File: config.mk
export PLATFORM = sky130hd
export DESIGN_NAME = pipeline_hazard_ctrl
export DESIGN_NICKNAME = d
export VERILOG_FILES = /design/src/rtl/pipeline_hazard_ctrl_pkg.sv /design/src/rtl/pipeline_hazard_ctrl_sat_counter.sv /design/src/rtl/pipeline_hazard_ctrl.sv
export SDC_FILE = /design/constraint.sdc
export NUM_CORES = 1
export LEC_CHECK = 0
export BUFFER_PORTS_ARGS = -buffer_cell sky130_fd_sc_hd__clkbuf_2
export CAP_MARGIN = 20
export CORE_MARGIN = 2
export CORE_UTILIZATION = 45
export CTS_BUF_LIST = sky130_fd_sc_hd__clkbuf_8
export CTS_CLUSTER_DIAMETER = 80
export CTS_CLUSTER_SIZE = 24
export DETAILED_ROUTE_END_ITERATION = 10
export GPL_TIMING_DRIVEN = 1
export HOLD_SLACK_MARGIN = 0.05
export PLACE_DENSITY = 0.72
export SYNTH_ARGS = -nofsm -noshare
export SYNTH_HDL_FRONTEND = slang
export SYNTH_SLANG_ARGS = --single-unit
export TNS_END_PERCENT = 30
File: constraint.sdc
create_clock -name clk -period 2.2 [get_ports clk]
set_clock_uncertainty 0.15 [all_clocks]
set_input_delay 0.44 -clock clk [delete_from_list [all_inputs] [get_ports clk]]
set_output_delay 0.44 -clock clk [all_outputs]
set_load 0.01 [all_outputs]
File: src/rtl/pipeline_hazard_ctrl_pkg.sv
// Shared pipeline-control definitions: FSM encodings, the $zero register index
// and the load-use compare used by the hazard controller.
package pipeline_hazard_ctrl_pkg;

   localparam int unsigned REG_W = 5;

   localparam logic [REG_W-1:0] ZERO_REG = 5'd0;

   typedef enum logic {
      ST_RUN      = 1'b0,
      ST_MEM_WAIT = 1'b1
   } hz_state_e;

   // True when a load in EX writes a non-$zero register that the ID instruction reads.
   function automatic logic load_use_hit(
      input logic             ex_mem_read,
      input logic [REG_W-1:0] ex_wr_reg,
      input logic [REG_W-1:0] id_rs,
      input logic [REG_W-1:0] id_rt,
      input logic             id_uses_rt
   );
      logic rs_hit;
      logic rt_hit;
      rs_hit = (ex_wr_reg == id_rs);
      rt_hit = id_uses_rt && (ex_wr_reg == id_rt);
      return ex_mem_read && (ex_wr_reg != ZERO_REG) && (rs_hit || rt_hit);
   endfunction

endpackage

File: src/rtl/pipeline_hazard_ctrl_sat_counter.sv
// Saturating up-counter used for the stall and flush performance counters.
module sat_counter #(
   parameter int unsigned W = 16
) (
   input  logic         clk,
   input  logic         reset,
   input  logic         inc,
   output logic [W-1:0] cnt
);

   logic [W-1:0] cnt_q;
   logic [W-1:0] cnt_d;

   // Hold at all ones instead of wrapping.
   always_comb begin
      cnt_d = cnt_q;
      if (inc && (cnt_q != {W{1'b1}})) begin
         cnt_d = cnt_q + W'(1);
      end
   end

   always_ff @(posedge clk or negedge reset) begin
      if (!reset) begin
         cnt_q <= '0;
      end else begin
         cnt_q <= cnt_d;
      end
   end

   assign cnt = cnt_q;

endmodule

File: src/rtl/pipeline_hazard_ctrl.sv
// Hazard and sequencing controller for the 5-stage pipeline: load-use stalls,
// branch/jump flushes, data-memory freeze with timeout, and perf counters.
module pipeline_hazard_ctrl
   import pipeline_hazard_ctrl_pkg::*;
#(
   parameter int unsigned CNT_W       = 16,
   parameter int unsigned MEM_TIMEOUT = 64
) (
   input  logic             clk,
   input  logic             reset,
   input  logic [4:0]       ID_rs,
   input  logic [4:0]       ID_rt,
   input  logic             ID_uses_rt,
   input  logic             ID_Jump,
   input  logic             EX_MemRead,
   input  logic [4:0]       EX_Write_register,
   input  logic             EX_Branch_taken,
   input  logic             MEM_req,
   input  logic             MEM_ready,
   output logic             PC_wr_en,
   output logic             IF_ID_wr_en,
   output logic             IF_ID_flush,
   output logic             ID_EX_wr_en,
   output logic             ID_EX_flush,
   output logic             EX_MEM_wr_en,
   output logic             MEM_WB_wr_en,
   output logic             mem_err,
   output logic             state,
   output logic [CNT_W-1:0] stall_cnt,
   output logic [CNT_W-1:0] flush_cnt
);

   localparam int unsigned     WAIT_W    = (MEM_TIMEOUT > 2) ? $clog2(MEM_TIMEOUT) : 1;
   localparam logic [WAIT_W-1:0] WAIT_LAST = WAIT_W'(MEM_TIMEOUT - 1);

   hz_state_e         state_q;
   hz_state_e         state_d;
   logic [WAIT_W-1:0] wait_q;
   logic [WAIT_W-1:0] wait_d;
   logic              err_q;
   logic              err_d;

   logic lu_c;
   logic frz_c;
   logic stall_win_c;
   logic stall_inc_c;
   logic flush_inc_c;

   assign lu_c  = load_use_hit(EX_MemRead, EX_Write_register, ID_rs, ID_rt, ID_uses_rt);
   assign frz_c = !MEM_ready && ((state_q == ST_MEM_WAIT) || MEM_req);

   // Priority: freeze > taken branch > load-use > jump; everything gated off in reset.
   always_comb begin
      PC_wr_en     = 1'b1;
      IF_ID_wr_en  = 1'b1;
      IF_ID_flush  = 1'b0;
      ID_EX_wr_en  = 1'b1;
      ID_EX_flush  = 1'b0;
      EX_MEM_wr_en = 1'b1;
      MEM_WB_wr_en = 1'b1;
      stall_win_c  = 1'b0;
      if (!reset) begin
         PC_wr_en     = 1'b0;
         IF_ID_wr_en  = 1'b0;
         ID_EX_wr_en  = 1'b0;
         EX_MEM_wr_en = 1'b0;
         MEM_WB_wr_en = 1'b0;
      end else if (frz_c) begin
         PC_wr_en     = 1'b0;
         IF_ID_wr_en  = 1'b0;
         ID_EX_wr_en  = 1'b0;
         EX_MEM_wr_en = 1'b0;
         MEM_WB_wr_en = 1'b0;
         stall_win_c  = 1'b1;
      end else if (EX_Branch_taken) begin
         IF_ID_flush = 1'b1;
         ID_EX_flush = 1'b1;
      end else if (lu_c) begin
         PC_wr_en    = 1'b0;
         IF_ID_wr_en = 1'b0;
         ID_EX_flush = 1'b1;
         stall_win_c = 1'b1;
      end else if (ID_Jump) begin
         IF_ID_flush = 1'b1;
      end
   end

   // Memory-wait FSM with a bounded wait; a timeout sets the sticky error flag.
   always_comb begin
      state_d = state_q;
      wait_d  = wait_q;
      err_d   = err_q;
      unique case (state_q)
         ST_RUN: begin
            if (MEM_req && !MEM_ready) begin
               state_d = ST_MEM_WAIT;
               wait_d  = '0;
            end
         end
         ST_MEM_WAIT: begin
            if (MEM_ready) begin
               state_d = ST_RUN;
            end else if (wait_q == WAIT_LAST) begin
               state_d = ST_RUN;
               err_d   = 1'b1;
            end else begin
               wait_d = wait_q + WAIT_W'(1);
            end
         end
         default: state_d = ST_RUN;
      endcase
   end

   always_ff @(posedge clk or negedge reset) begin
      if (!reset) begin
         state_q <= ST_RUN;
         wait_q  <= '0;
         err_q   <= 1'b0;
      end else begin
         state_q <= state_d;
         wait_q  <= wait_d;
         err_q   <= err_d;
      end
   end

   assign stall_inc_c = stall_win_c;
   assign flush_inc_c = IF_ID_flush || ID_EX_flush;

   sat_counter #(.W(CNT_W)) u_stall_cnt (
      .clk   (clk),
      .reset (reset),
      .inc   (stall_inc_c),
      .cnt   (stall_cnt)
   );

   sat_counter #(.W(CNT_W)) u_flush_cnt (
      .clk   (clk),
      .reset (reset),
      .inc   (flush_inc_c),
      .cnt   (flush_cnt)
   );

   assign mem_err = err_q;
   assign state   = 1'(state_q);

endmodule

==> out/qor.txt <==
status - finished with violations
failing checks - negative setup slack
crit share post-route - 1.05
post-synth top area cell - dfrtp_1
I/O Buffers - 63
die height - 72.8 um
Psw - 0.000751 W
fmax - 435 MHz
Reg power frac - 0.408
layout cells sized above 1 - 0.429
TritonCTS clock tree - done
half-perimeter wire length after placement - 3600 um
reg2reg setup slack - 0.03 ns
Max clock buf depth - 2
P&R area growth vs syn - 39.5%
smallest hold slack - 0.0753 ns
Critical Path RT - 1.61 ns
post-layout worst setup margin - -0.0992 ns
Slew @ Worst Pin - 0.403 ns
DRC errors left - 0
max-cap violation count - 0
# clock sinks - 40
final setup fails - 4
Die W - 72.8 um
Post-DP Area - 2700 um^2
initial antenna violation count - 0
Max VDD drop - 0.000470 V
Reg-to-Reg Start - u_stall_cnt.cnt[1]
Final Wtd Congestion - 0.836
diodes inserted - 0
Worst Setup Start Kind - input pin
Synth cell types - 37
initial core utilization - 0.459
Syn Area/Cell - 10.4 um^2
All-Layer GR Usage - 0.188
wire length per cell - 13.4 um
Max Slew Vio Count - 0
First DRT Iteration DRCs - 46
R2R depth - 7
RSZ-0062 raised after global routing - true
antenna viol nets, final - 0
fin util - 0.641
PwrDens - 792 nW/um^2
Fillers - 370
first-pass GRT wire length - 7640 um
via/cell ratio - 5.04
Mapped Nets - 230
crit path DAT - 1.71 ns
Setup WS pre-CTS - -0.170 ns
Cells after Synth - 204
leading cell types in the layout, fill and taps excluded - clkbuf_2, dfrtp_1, buf_4
grt total ovfl - 0
Internal Power - 0.00160 W
Slew headroom - 0.732
commonest non-fill, non-tap cell in the layout - clkbuf_2
Clk pin slew, worst setup/hold paths - 0.08 ns
Switching Fraction - 0.319
# IOs - 64
r2r endpoint - u_stall_cnt.cnt[1]
final WL - 4850 um
First-pass DRT Iterations - 4
Skew-Pair Late Insertion Delay - 0.29 ns
CTS H-tree depth - 2
synthesized flop and latch total - 40
CTS Buf Count - 5
kind of critical path - in -> out
Die Footprint - 5290 um^2
total number of vias - 1825
sequential share of the synthesized area - 0.471
Finished Cell Area - 2970 um^2
Final Hold Fails - 0
# nets final - 333
CP Capture Type - output pin
hold crit path type - in -> async
Comb power frac - 0.338
CTS Root Cell - clkbuf_8
Max FO, Critical Path - 3
Setup TNS Final - -0.250 ns
P_leak - 1.45 nW
total core area - 4630 um^2
Synth area leaders - dfrtp_1, xor2_1, xnor2_1
yosys warns - 0
site row count - 25
number of global-route vias before repair - 1674
Clock Power Share - 0.254
Yosys top cell area share - 0.471
pin count of the biggest net entering global routing - 33
min Tclk post-route - 2.30 ns
Netlist Area Pre-Place - 2130 um^2
how the worst max path moves through the flow:
stage	slack [ns]	end	start	depth (start not counted)
final	-0.1	ID_EX_flush	EX_Write_register[3]	8
after global routing	-0.17	ID_EX_flush	ID_rt[4]	9
after CTS	-0.14	ID_EX_flush	ID_rt[0]	9
after detailed placement	-0.17	IF_ID_flush	EX_Write_register[0]	7
after global placement	-0.17	IF_ID_flush	EX_Write_register[0]	7
after floorplan	0.007	u_stall_cnt.cnt[4]	u_stall_cnt.cnt[0]	8
worst max-delay path: stages:
cell and delay (ns):
buf_2 0.12, or4_4 0.52, o21ai_4 0.17, buf_4 0.15
nor2_4 0.04, nor2_2 0.09, nor2_1 0.05, buf_2 0.13
power by group through the flow:
stage / logic, W / clock network (W) / registers, W
6_report: 0.000796 / 0.000596 / 0.000959
5_1_grt: 0.000864 / 0.000652 / 0.000974
4_1_cts: 0.000773 / 0.000620 / 0.000957
3_5_place_dp: 0.000753 / 0 / 0.000971
3_3_place_gp: 0.000735 / 0 / 0.000966
2_1_floorplan: 0.000259 / 0 / 0.00107
flip-flops by register name, summed over array words and instances, names as in the netlist:
register         flops
mem_err              1
state                1
u_flush_cnt.cnt     16
wait_q               6
u_stall_cnt.cnt     16
logic make-up after synthesis:
| kind of cell | Yosys count | synth area share |
|---|---|---|
| buf+inv | 16 | 0.0441 |
| mux | 2 | 0.0106 |
| flops | 40 | 0.471 |
| compound gates | 15 | 0.0635 |
| simple gates | 86 | 0.221 |
| fa+ha+maj | 3 | 0.0176 |
| xor+xnor | 42 | 0.173 |
cell type report:
type                            count  area [um^2]  area share
Multi-Input combinational cell    148         1090       0.367
Sequential cell                    40         1000       0.337
Timing Repair Buffer              102          661       0.223
Clock buffer                        5         68.8      0.0232
Tap cell                           54         67.6      0.0228
Clock inverter                      3         42.5      0.0143
Inverter                           10         37.5      0.0126
metal layers:
layer | GRT usage | vias to the layer above | part of all wire | wire [um]
met5 | 0 | - | 0 | 0
met1 | 0.239 | 865 | 0.45 | 2180
met2 | 0.313 | 44 | 0.49 | 2350
met3 | 0.0387 | 8 | 0.046 | 225
met4 | 0.0741 | 0 | 0.018 | 89
li1 | - | 908 | - | -
per-stage QoR:
stage	power (W)	std cells
6_report	0.00235	362
2_1_floorplan	0.00133	204
4_1_cts	0.00235	357
3_5_place_dp	0.00172	346
5_1_grt	0.00249	362
3_3_place_gp	0.00170	346
synthesized netlist by cell type:
library cell / number
and3_1: 4
and3_4: 1
or4_1: 1
buf_8: 1
o31ai_1: 3
a21bo_1: 1
a311o_1: 1
nand2b_1: 1
or4b_4: 1
o21ai_0: 3
xor2_1: 23
o21bai_2: 1
buf_6: 1
nand4_1: 12
and4_1: 1
nand3_1: 14
o21ai_2: 1
mux2_2: 2
and2_1: 1
a32oi_1: 1
nor2_1: 19
nand2_1: 14
a311oi_2: 1
inv_1: 10
a21oi_1: 1
nor4_1: 4
buf_4: 4
nor3_2: 4
nor4_2: 1
a221oi_1: 1
xnor2_1: 19
nor3_1: 6
o22ai_4: 1
nor3b_1: 1
or3_1: 1
dfrtp_1: 40
ha_1: 3
timing repair:
item	4_1_cts	5_1_grt
pin swaps	7	18
gates resized for setup	8	18
endpoints found under the setup margin	4	21
setup buffers	3	5
endpoints found under the hold margin	8	0
hold buffers	1	0
Power figures use the tool's default switching activity.
